`src/rtl/out_port_fifo_if.sv`:
```
// Output-port FIFO bus: capture side (wr_*), consumer handshake (out_*) and status.
// master = CPU/consumer side driving strobes, slave = the FIFO.
// ovf_count exists only when OUT_PORT_OVF_CNT_EN is defined.
interface out_port_fifo_if #(
  parameter int WIDTH = 16,
  parameter int DEPTH = 8,
  parameter int CNT_W = $clog2(DEPTH) + 1
);
  logic             wr_en;
  logic [WIDTH-1:0] wr_data;
  logic [WIDTH-1:0] out_data;
  logic             out_valid;
  logic             out_ready;
  logic             full;
  logic             empty;
  logic [CNT_W-1:0] count;
  logic             overflow;
`ifdef OUT_PORT_OVF_CNT_EN
  logic [7:0]       ovf_count;

  modport master (
    output wr_en, wr_data, out_ready,
    input  out_data, out_valid, full, empty, count, overflow, ovf_count
  );
  modport slave (
    input  wr_en, wr_data, out_ready,
    output out_data, out_valid, full, empty, count, overflow, ovf_count
  );
`else
  modport master (
    output wr_en, wr_data, out_ready,
    input  out_data, out_valid, full, empty, count, overflow
  );
  modport slave (
    input  wr_en, wr_data, out_ready,
    output out_data, out_valid, full, empty, count, overflow
  );
`endif
endinterface

```
`src/rtl/out_port_fifo.sv`:
```
// Purpose: output-port queue capturing every OUT word; drops and flags writes when full.
// Latency: word written at edge N is visible (show-ahead) from cycle N+1; no fall-through.
// Backpressure: consumer stalls via out_ready; producer never stalls, full+no-read drops.
// Optional: OUT_PORT_OVF_CNT_EN adds a saturating 8-bit dropped-write counter.
module out_port_fifo #(
  parameter int WIDTH = 16,
  parameter int DEPTH = 8,
  parameter int CNT_W = $clog2(DEPTH) + 1
) (
  input logic            clk,
  input logic            rst,
  out_port_fifo_if.slave bus
);
  localparam int PTR_W = $clog2(DEPTH);
  localparam logic [CNT_W-1:0] FULL_CNT = CNT_W'(DEPTH);

  logic [WIDTH-1:0] mem [DEPTH];
  logic [PTR_W-1:0] rd_ptr;
  logic [PTR_W-1:0] wr_ptr;
  logic [CNT_W-1:0] cnt;
  logic             ovf_sticky;
  logic             is_empty;
  logic             is_full;
  logic             rd_fire;
  logic             wr_acc;
  logic             wr_drop;

  // Status is derived from occupancy only, so pointer wrap never aliases full/empty.
  always_comb begin
    is_empty = (cnt == '0);
    is_full  = (cnt == FULL_CNT);
    rd_fire  = ~is_empty & bus.out_ready;
    // A full queue can still take a word when the head leaves in the same cycle.
    wr_acc   = bus.wr_en & (~is_full | rd_fire);
    wr_drop  = bus.wr_en & ~wr_acc;
  end

  // Storage is deliberately not reset; writes are suppressed while rst is high.
  always_ff @(posedge clk) begin
    if (!rst && wr_acc) begin
      mem[wr_ptr] <= bus.wr_data;
    end
  end

  // Pointer, occupancy and sticky-overflow registers.
  always_ff @(posedge clk) begin
    if (rst) begin
      rd_ptr     <= '0;
      wr_ptr     <= '0;
      cnt        <= '0;
      ovf_sticky <= 1'b0;
    end else begin
      if (wr_acc) begin
        wr_ptr <= wr_ptr + PTR_W'(1);
      end
      if (rd_fire) begin
        rd_ptr <= rd_ptr + PTR_W'(1);
      end
      if (wr_acc && !rd_fire) begin
        cnt <= cnt + CNT_W'(1);
      end else if (rd_fire && !wr_acc) begin
        cnt <= cnt - CNT_W'(1);
      end
      if (wr_drop) begin
        ovf_sticky <= 1'b1;
      end
    end
  end

`ifdef OUT_PORT_OVF_CNT_EN
  logic [7:0] ovf_cnt;

  // Dropped-write counter saturates at 8'hFF rather than wrapping.
  always_ff @(posedge clk) begin
    if (rst) begin
      ovf_cnt <= 8'h00;
    end else if (wr_drop && ovf_cnt != 8'hFF) begin
      ovf_cnt <= ovf_cnt + 8'h01;
    end
  end

  assign bus.ovf_count = ovf_cnt;
`endif

  // Show-ahead head word; forced to zero when nothing is queued.
  always_comb begin
    bus.out_data  = is_empty ? '0 : mem[rd_ptr];
    bus.out_valid = ~is_empty;
    bus.full      = is_full;
    bus.empty     = is_empty;
    bus.count     = cnt;
    bus.overflow  = ovf_sticky;
  end
endmodule

```
`src/flat_wrapper.sv`:
```
// flat-port wrapper written by rule: the top's interface ports become plain ports
module out_port_fifo_flat 
#(
  parameter int WIDTH = 16,
  parameter int DEPTH = 8,
  parameter int CNT_W = $clog2(DEPTH) + 1
)
  (clk, rst, bus_wr_en, bus_wr_data, bus_out_ready, bus_out_data, bus_out_valid, bus_full, bus_empty, bus_count, bus_overflow);
  out_port_fifo_if #(.WIDTH(WIDTH), .DEPTH(DEPTH), .CNT_W(CNT_W)) bus_i ();
  input logic clk;
  input logic rst;
  input wire logic [$bits(bus_i.wr_en)-1:0] bus_wr_en;
  input wire logic [$bits(bus_i.wr_data)-1:0] bus_wr_data;
  input wire logic [$bits(bus_i.out_ready)-1:0] bus_out_ready;
  output wire logic [$bits(bus_i.out_data)-1:0] bus_out_data;
  output wire logic [$bits(bus_i.out_valid)-1:0] bus_out_valid;
  output wire logic [$bits(bus_i.full)-1:0] bus_full;
  output wire logic [$bits(bus_i.empty)-1:0] bus_empty;
  output wire logic [$bits(bus_i.count)-1:0] bus_count;
  output wire logic [$bits(bus_i.overflow)-1:0] bus_overflow;
  assign bus_i.wr_en = bus_wr_en;
  assign bus_i.wr_data = bus_wr_data;
  assign bus_i.out_ready = bus_out_ready;
  assign bus_out_data = bus_i.out_data;
  assign bus_out_valid = bus_i.out_valid;
  assign bus_full = bus_i.full;
  assign bus_empty = bus_i.empty;
  assign bus_count = bus_i.count;
  assign bus_overflow = bus_i.overflow;
  out_port_fifo #(.WIDTH(WIDTH), .DEPTH(DEPTH), .CNT_W(CNT_W)) u_core (.clk(clk), .rst(rst), .bus(bus_i));
endmodule
```
`config.mk`:
```
export PLATFORM = sky130hd
export DESIGN_NAME = out_port_fifo_flat
export DESIGN_NICKNAME = d
export VERILOG_FILES = /design/src/rtl/out_port_fifo_if.sv /design/src/rtl/out_port_fifo.sv /design/src/flat_wrapper.sv
export SDC_FILE = /design/constraint.sdc
export NUM_CORES = 1
export LEC_CHECK = 0
export CAP_MARGIN = 25
export CORE_MARGIN = 2
export CORE_UTILIZATION = 55
export CTS_CLUSTER_SIZE = 16
export DETAILED_ROUTE_END_ITERATION = 7
export PLACE_DENSITY_LB_ADDON = 0.12
export SETUP_SLACK_MARGIN = 0.3
export SLEW_MARGIN = 10
export SYNTH_ARGS = -nofsm -noshare
export SYNTH_HDL_FRONTEND = slang
export SYNTH_SLANG_ARGS = --single-unit
```
`constraint.sdc`:
```
create_clock -name clk -period 9 [get_ports clk]
set_input_delay 1.8 -clock clk [delete_from_list [all_inputs] [get_ports clk]]
set_output_delay 1.8 -clock clk [all_outputs]
set_load 0.005 [all_outputs]
```
==> flow_summary.ini <==
[logic_synthesis]
ys_ff_latch = 142
syn_nets = 310
netlist_instances = 284
synth_top_area_cell = edfxtp_1
synthTopCellsByArea = edfxtp_1 (69%), mux4_2 (13%), dfxtp_1 (5.0%)
syn_area_um2 = 5600
yosysTopAreaCellShare_pct = 68.6
avgSynthCellArea_um2 = 19.7
synth_warnings = 0
ys_seq_area_share_pct = 73.6
ys_types = 37

[placed_design]
routabilityCongestion = 0.678
dp_hpwl_mm = 5.47
portBuffers = 43

[grt]
grt_pass1_vias = 2822
grt_pass1_wl_mm = 15.9
grt_antenna_before_repair = 0
grt_overflow = 0
grt_use_total_pct = 19.9
grt_max_degree = 33

[setup_path]
cp.required_ps = 7200
r2r_setup_slack_ps = 6190
end_kind = primary output
crit_fanout = 32
critPathTopFamily = buffers and inverters
cp.depth = 5
crit_slowest_cell = mux4_2
path_buf_inv = 2
cp.arrival_ps = 2660
start_kind = flop
worstReg2RegEnd = u_core.bus.count[3]$_SDFFE_PP0P_
reg2reg_from = u_core.bus.count[0]$_SDFFE_PP0P_
path_cells = buf_4 -> mux4_2 -> mux2i_1 -> nor2_1 -> clkdlybuf4s50_1
cp-endpoint = bus_out_data[10]
worstRegToRegCells = 10
crit_path_max_incr_delay_ps = 570
crit_type = flop to primary output

[floorplanning]
die_area_um2 = 11000
die_w_um = 105
initial_utilization_pct = 57.0
ios = 44
rows = 36
coreArea_um2 = 9820
die_h_um = 105

[timing]
rsz0062_at_grt = false
fmax_mhz = 224
final.period_utilization_pct = 49.6
slew_violations = 0
max_slew_margin_pct = 55.2
holdWs_ps = 472
hold_viol_final = 0
setup_viol = 0
fin_skew_ps = 10.4
period_minus_slack_ps = 4460
worst_slew_pin_slew_ps = 670
fin_setup_tns_ps = 0

[finish]
area_growth_syn_to_layout_pct = 21.8
final_cell_mix = edfxtp_1 (128), clkdlybuf4s50_1 (43), nor2_1 (33), mux4_2 (32), mux2i_1 (17)
diodes = 0
mostFrequentLayoutCell = edfxtp_1
nets = 369
drive_gt1_share_pct = 25.4
fill_cells = 684

[power]
power.leakage_uw = 0.00221
peakVddDrop_v = 0.000233
p_total_uw = 1940
power_density_nw_per_um2 = 284

[clock_network]
cts_buffers = 17
clock-sinks = 142
cts_tree = built
clk_pin_slew_ps = 60
cts_buffer_depth = 2
h-tree-depth = 4
cts_root_buf = clkbuf_8
ctsResizeCount = 0
postCtsHoldBufs = 0
insertion_delay_ps = 510
cts_setup_buffers = 0

[routing]
vias_per_cell = 5.59
finalWirelength_mm = 9.98
drt_first_pass_iters = 4
post_drt_wl_per_cell_um = 20.4
drc_errors = 0
dr_total_vias = 2729
first_iter_violations = 194
ant_nets = 0

[run_status]
status = completed

[worst_hold_path]
hold_class = flop to flop

[job]
cap_violations = 0
where the power goes:
group	total (uW)	internal (uW)	leakage, uW	switching [uW]
clock network	708	449	0.000294	259
registers	765	746	0.00127	18.9
logic	464	259	0.000640	206
total	1940	1450	0.00221	484
synth_stat cells, drive strengths merged:
| cell | n |
|---|---|
| inv | 3 |
| nand2 | 7 |
| dfxtp | 14 |
| nor3 | 2 |
| nor4 | 2 |
| a21oi | 6 |
| clkbuf | 1 |
| mux4 | 32 |
| fa | 1 |
| nand3b | 1 |
| nand2b | 2 |
| a211oi | 1 |
| xnor2 | 1 |
| nor2 | 33 |
| or4b | 1 |
| clkinv | 1 |
| xor2 | 4 |
| edfxtp | 128 |
| or4 | 1 |
| buf | 13 |
| o21ai | 1 |
| a31oi | 1 |
| ha | 5 |
| o211ai | 1 |
| mux2 | 1 |
| nor2b | 1 |
| mux2i | 17 |
| nand3 | 3 |
per-layer routing:
metal / vias to the layer above / track usage [%] / part of all wire (%)
li1: 1244 / - / -
met1: 1409 / 28.3 / 45
met2: 69 / 30.5 / 51
met3: 7 / 4.87 / 3.5
met4: 0 / 7.14 / 0.58
met5: - / 0 / 0
worst min-delay path by stage:
stage,startpoint,to,depth (start not counted)
after floorplan,u_core.rd_ptr[1]$_SDFFE_PP0N_,flop,2
after global placement,u_core.bus.overflow$_SDFFE_PP0P_,u_core.bus.overflow$_SDFFE_PP0P_,2
after detailed placement,u_core.bus.overflow$_SDFFE_PP0P_,u_core.bus.overflow$_SDFFE_PP0P_,2
after CTS,u_core.bus.overflow$_SDFFE_PP0P_,u_core.bus.overflow$_SDFFE_PP0P_,2
after global routing,u_core.rd_ptr[1]$_SDFFE_PP0N_,flop,2
final,u_core.bus.overflow$_SDFFE_PP0P_,u_core.bus.overflow$_SDFFE_PP0P_,2
registers in the layout, summed over array words and instances (netlist names), named ones only:
name,flops
u_core.bus.count,4
u_core.mem,128
u_core.bus.overflow,1
u_core.wr_ptr,3
u_core.rd_ptr,3
area by class of cell:
cell class                      count  area [um^2]  area share (%)
Sequential cell                   142         4130            60.5
Clock inverter                     14          194            2.84
Inverter                            4         16.3           0.238
Timing Repair Buffer               54          520            7.63
Multi-Input combinational cell    124         1390            20.3
Tap cell                          133          166            2.44
Clock buffer                       17          414            6.07
tightest hold or removal path, cell delays in order, from the launching register on:
cell     delay (ps)
dfxtp_1         320
a21oi_1          50
nor2_1           70
stage by stage:
step | setup slack (ps) | utilization [%] | cell area [um^2] | std cells
detailed placement | 4720 | 63.3 | 6220 | 457
global placement | 4830 | 63.1 | 6200 | 456
floorplan | 4970 | - | 5600 | 284
global route | 4360 | 69.5 | 6820 | 488
CTS | 4460 | 69.5 | 6820 | 488
finish | 4540 | 69.5 | 6820 | 488
kinds of logic (layout without fill, tap and decap cells):
kind of cell,Yosys count,after routing,synth area share (%)
AO/OA/AOI/OAI,10,10,1.36
AND/OR/NAND/NOR,53,53,4.51
adder cells (fa/ha/maj),6,6,1.47
XOR/XNOR,5,5,0.916
buffers and inverters,18,89,2.01
multiplexers,50,50,16.1
flip-flops,142,142,73.6
No activity file was read; power rests on OpenSTA's default activity.
